[src/rtl/fifo_pkg.sv]
// Shared sizing helpers for the flagged FIFO and its storage.
package fifo_pkg;

  // A depth of 1 would give a zero-width pointer, so the width is clamped to 1.
  function automatic int ptr_w(input int depth);
    return (depth > 1) ? $clog2(depth) : 1;
  endfunction

  function automatic int cnt_w(input int depth);
    return $clog2(depth + 1);
  endfunction

endpackage

[src/rtl/fifo_mem.sv]
// FIFO storage: DEPTH x WIDTH, one synchronous write port, one asynchronous read port.
module fifo_mem #(
  parameter int DEPTH = 4,
  parameter int WIDTH = 2,
  parameter int AW    = 2
) (
  input  logic             clk,
  input  logic             we,
  input  logic [AW-1:0]    waddr,
  input  logic [WIDTH-1:0] wdata,
  input  logic [AW-1:0]    raddr,
  output logic [WIDTH-1:0] rdata
);

  logic [DEPTH-1:0][WIDTH-1:0] mem;

  // Contents are never reset; occupancy lives entirely in the pointers and count.
  always_ff @(posedge clk) begin
    if (we) mem[waddr] <= wdata;
  end

  assign rdata = mem[raddr];

endmodule

[src/rtl/fifo_flagged.sv]
// Show-ahead FIFO with occupancy flags and sticky overflow/underflow errors.
module fifo_flagged
  import fifo_pkg::*;
#(
  parameter int DEPTH    = 4,
  parameter int WIDTH    = 2,
  parameter int AF_LEVEL = DEPTH - 1,
  parameter int AE_LEVEL = 1
) (
  input  logic                     clk,
  input  logic                     reset,
  input  logic [WIDTH-1:0]         in,
  input  logic                     push,
  input  logic                     pop,
  input  logic                     clr_err,
  output logic [WIDTH-1:0]         out,
  output logic                     full,
  output logic                     empty,
  output logic                     almost_full,
  output logic                     almost_empty,
  output logic [cnt_w(DEPTH)-1:0]  count,
  output logic                     overflow,
  output logic                     underflow
);

  localparam int AW = ptr_w(DEPTH);
  localparam int CW = cnt_w(DEPTH);

  logic [AW-1:0]    wptr, rptr;
  logic [WIDTH-1:0] rdata;
  logic             push_ok, pop_ok;

  assign full         = (count == CW'(DEPTH));
  assign empty        = (count == '0);
  assign almost_full  = (count >= CW'(AF_LEVEL));
  assign almost_empty = (count <= CW'(AE_LEVEL));

  // A full FIFO still takes a push when a pop frees the head slot in the same cycle.
  assign pop_ok  = pop && !empty;
  assign push_ok = push && (!full || pop_ok);

  fifo_mem #(.DEPTH(DEPTH), .WIDTH(WIDTH), .AW(AW)) u_mem (
    .clk   (clk),
    .we    (push_ok && reset),
    .waddr (wptr),
    .wdata (in),
    .raddr (rptr),
    .rdata (rdata)
  );

  assign out = empty ? '0 : rdata;

  always_ff @(posedge clk) begin
    if (!reset) begin
      wptr      <= '0;
      rptr      <= '0;
      count     <= '0;
      overflow  <= 1'b0;
      underflow <= 1'b0;
    end else begin
      if (push_ok) wptr <= wptr + AW'(1);
      if (pop_ok)  rptr <= rptr + AW'(1);
      case ({push_ok, pop_ok})
        2'b10:   count <= count + CW'(1);
        2'b01:   count <= count - CW'(1);
        default: count <= count;
      endcase
      if (clr_err) begin
        overflow  <= 1'b0;
        underflow <= 1'b0;
      end else begin
        if (push && full && !pop) overflow  <= 1'b1;
        if (pop && empty)         underflow <= 1'b1;
      end
    end
  end

endmodule
[config.mk]
export PLATFORM = sky130hd
export DESIGN_NAME = fifo_flagged
export DESIGN_NICKNAME = d
export VERILOG_FILES = /design/src/rtl/fifo_pkg.sv /design/src/rtl/fifo_mem.sv /design/src/rtl/fifo_flagged.sv
export SDC_FILE = /design/constraint.sdc
export NUM_CORES = 1
export LEC_CHECK = 0
export BUFFER_PORTS_ARGS = -buffer_cell sky130_fd_sc_hd__buf_2
export CAP_MARGIN = 40
export CELL_PAD_IN_SITES_DETAIL_PLACEMENT = 0
export CELL_PAD_IN_SITES_GLOBAL_PLACEMENT = 2
export CORE_ASPECT_RATIO = 2
export CORE_MARGIN = 3
export CORE_UTILIZATION = 30
export DETAILED_ROUTE_END_ITERATION = 8
export PLACE_DENSITY = 0.79
export SYNTH_ARGS = -nofsm -noshare
export SYNTH_HDL_FRONTEND = slang
export SYNTH_SLANG_ARGS = --single-unit
export TNS_END_PERCENT = 10
[constraint.sdc]
create_clock -name clk -period 1.65 [get_ports clk]
set_input_delay 0.33 -clock clk [delete_from_list [all_inputs] [get_ports clk]]
set_output_delay 0.33 -clock clk [all_outputs]
set_load 0.01 [all_outputs]
==> impl_metrics.tcl <==
set metrics [dict create \
    synth_top_area_share_pct 26.9 \
    grt_max_degree 14 \
    fin_crit_sh_pct 102 \
    ys_warn_count 0 \
    gp_congestion 0.741 \
    n_fill_cell 287 \
    syn_area_um2 893 \
    slew-limit-headroom_pct 86.3 \
    hold_path_class "in -> reg" \
    worstSetupEndpointType "output pin" \
    rows 27 \
    fin_crit_ns 1.69 \
    grt_overflow 0 \
    design.core.area_um2 2800 \
    antenna_cells 0 \
    setup_viol 2 \
    yosysSeqAreaShare_pct 47.1 \
    synth.distinct_cells 24 \
    grt_pass1_wl_um 2900 \
    hpwlAfterDp_um 1460 \
    clock.fmax_mhz 591 \
    antenna_found_initial 0 \
    async_flop_share_pct 0 \
    design_area_um2 1150 \
    total_power_mw 1.80 \
    synth_seq_cells 17 \
    syn_to_final_growth_pct 28.7 \
    yosysTopAreaCell "edfxtp_1" \
    fin_worst_skew_ns 0.00383 \
    synth_cells 83 \
    ant_nets 0 \
    r2r-end "count[1]$_SDFFE_PN0P_" \
    route.detailed.drc 0 \
    nets 129 \
    min_to "u_mem.mem[7]$_DFFE_PP_" \
    rsz0062_at_grt "true" \
    synthTopCellsByArea "edfxtp_1, dfxtp_1, ha_1, mux4_2, inv_1" \
    hp-start "in[1]" \
    grt_pass1_vias 703 \
    synth_edf_count 8 \
    tightest_slew_ns 0.205 \
    violations "setup timing" \
    first_iter_violations 6 \
    htree_levels 1 \
    groute.usage.overall_pct 10.7 \
    r2r-start "count[1]$_SDFFE_PN0P_" \
    power.leakage_nw 0.527 \
    path_depth 3 \
    clock_sinks 17 \
    io_pins 18 \
    wl_um 1770 \
    slowest_delay_ns 0.48 \
    synth_flop_cell "dfxtp_1" \
    layout_commonest_cell "buf_2" \
    mostFrequentLayoutCells "buf_2, inv_1, buf_4, edfxtp_1" \
    initial_utilization_pct 31.9 \
    dieArea_um2 3710 \
    holdPathStages 1 \
    first_pass_iters 3 \
    crit_buf_inv 1 \
    viasPerCell 4.65 \
    crit_type "reg -> out" \
    die_h_um 83.2 \
    dieWidth_um 44.6 \
    holdBufCountCts 0 \
    wire_per_inst_um 12.6 \
    root_buffer "clkbuf_8" \
    cellPowerDensity_nw_per_um2 1570 \
    slew_violations 0 \
    drive_gt1_share_pct 39.6 \
    crit_arrival_ns 1.36 \
    r2r_cells 9 \
    crit_family "multiplexers" \
    vias 651 \
    insertion_delay_ns 0.26 \
    cts_tree "built" \
    setup_slack_ns -0.0406 \
    synth_nets 100 \
    avgSynthCellArea_um2 10.8 \
    cp_max_fo 3 \
    status "complete, but fails checks" \
    numCtsBuffers 3 \
    slowest_stage "mux4_2" \
    cts.path.max_buffers 2 \
    worst_ep_required_time_ns 1.32 \
    postPlaceCellArea_um2 1060 \
    clk_pin_slew_ns 0.06 \
    worstSetupStartpointType "register" \
    io_buffers 17 \
    reg2reg_slack_ns 0.09 \
    maxCapViolations 0 \
    hold_violations 0 \
    vdd_drop_max_mv 0.704 \
    critical_path.cell_chain "mux4_2, nor2b_1, buf_2" \
]
## Yosys cell counts (2+ instances only)
library cell,count
a21oi_1,4
and3_1,4
dfxtp_1,9
edfxtp_1,8
ha_1,10
inv_1,10
mux2i_1,3
mux4_2,2
nand2_1,7
nand2b_1,2
nor2_1,8
nor2b_1,2
o21ai_0,2
xor2_1,2
## cell type report
class,count,area (um2),area share [%]
clock buffer,3,41.3,3.59
clock inverter,1,5.00,0.435
inverter,10,37.5,3.26
multi-input combinational,54,445,38.7
tap,29,36.3,3.16
timing repair buffer,26,156,13.6
sequential,17,428,37.2
## power breakdown
part	internal [mW]	switching, mW	total, mW
Combinational	0.482	0.428	0.910
Sequential	0.514	0.0633	0.577
Clock	0.168	0.147	0.314
## repair_timing
action / in CTS / in global routing
setup buffers: 3 / 0
pin swaps: 0 / 1
endpoints found under the setup margin: 4 / 7
resized for setup: 8 / 3
## how the worst max path moves through the flow
stage	from	endpoint	slack, ns
2_1_floorplan	count[1]$_SDFFE_PN0P_	count[2]$_SDFFE_PN0P_	-0.03
3_3_place_gp	count[0]$_SDFFE_PN0P_	count[0]$_SDFFE_PN0P_	0.1
3_5_place_dp	count[0]$_SDFFE_PN0P_	count[1]$_SDFFE_PN0P_	0.07
4_1_cts	rptr[0]$_SDFFE_PN0P_	out[1]	-0.06
5_1_grt	rptr[0]$_SDFFE_PN0P_	out[1]	-0.08
6_report	rptr[0]$_SDFFE_PN0P_	out[1]	-0.04
## routing by layer
metal / share of wire [%] / global-route usage (%)
met4: 2.5 / 5.77
met1: 31 / 7.66
met3: 3.1 / 2.60
met2: 63 / 21.6
met5: 0 / 0
## state kept, by name (all words and copies together), names as in the netlist
signal,flops
overflow,1
rptr,2
wptr,2
count,3
u_mem.mem,8
underflow,1
## per-stage QoR
| step | TNS, ns | setup slack (ns) | std cells | hold slack [ns] | utilization (%) |
|---|---|---|---|---|---|
| after floorplan | -0.0374 | -0.0259 | 83 | 0.429 | - |
| after CTS | -0.133 | -0.0586 | 140 | 0.288 | 40.9 |
| final | -0.0809 | -0.0406 | 140 | 0.294 | 41.0 |
| after global routing | -0.200 | -0.0845 | 140 | 0.294 | 41.0 |
| after detailed placement | 0 | 0.0711 | 133 | 0.461 | 37.8 |
| after global placement | 0 | 0.0979 | 133 | 0.447 | 37.8 |
## worst register-to-register path, stage by stage, from the launching register on
cell      delay [ns]
dfxtp_2         0.35
inv_2           0.04
ha_2            0.18
nor2b_4         0.13
buf_4           0.14
nor2_2          0.11
ha_4            0.16
xor2_1          0.15
nor2_1          0.05
a211oi_1        0.16
## cells by family (layout without fill, tap and decap cells)
logic type	count (synthesis)	count (layout)	share of synthesized area [%]
AND/OR/NAND/NOR	26	26	15.0
flip-flops	17	17	47.1
buffers and inverters	12	40	5.88
AO/OA/AOI/OAI	11	11	7.70
adder cells (fa/ha/maj)	10	10	14.0
multiplexers	5	5	8.40
XOR/XNOR	2	2	1.96
(Power assumes the default switching activity.)
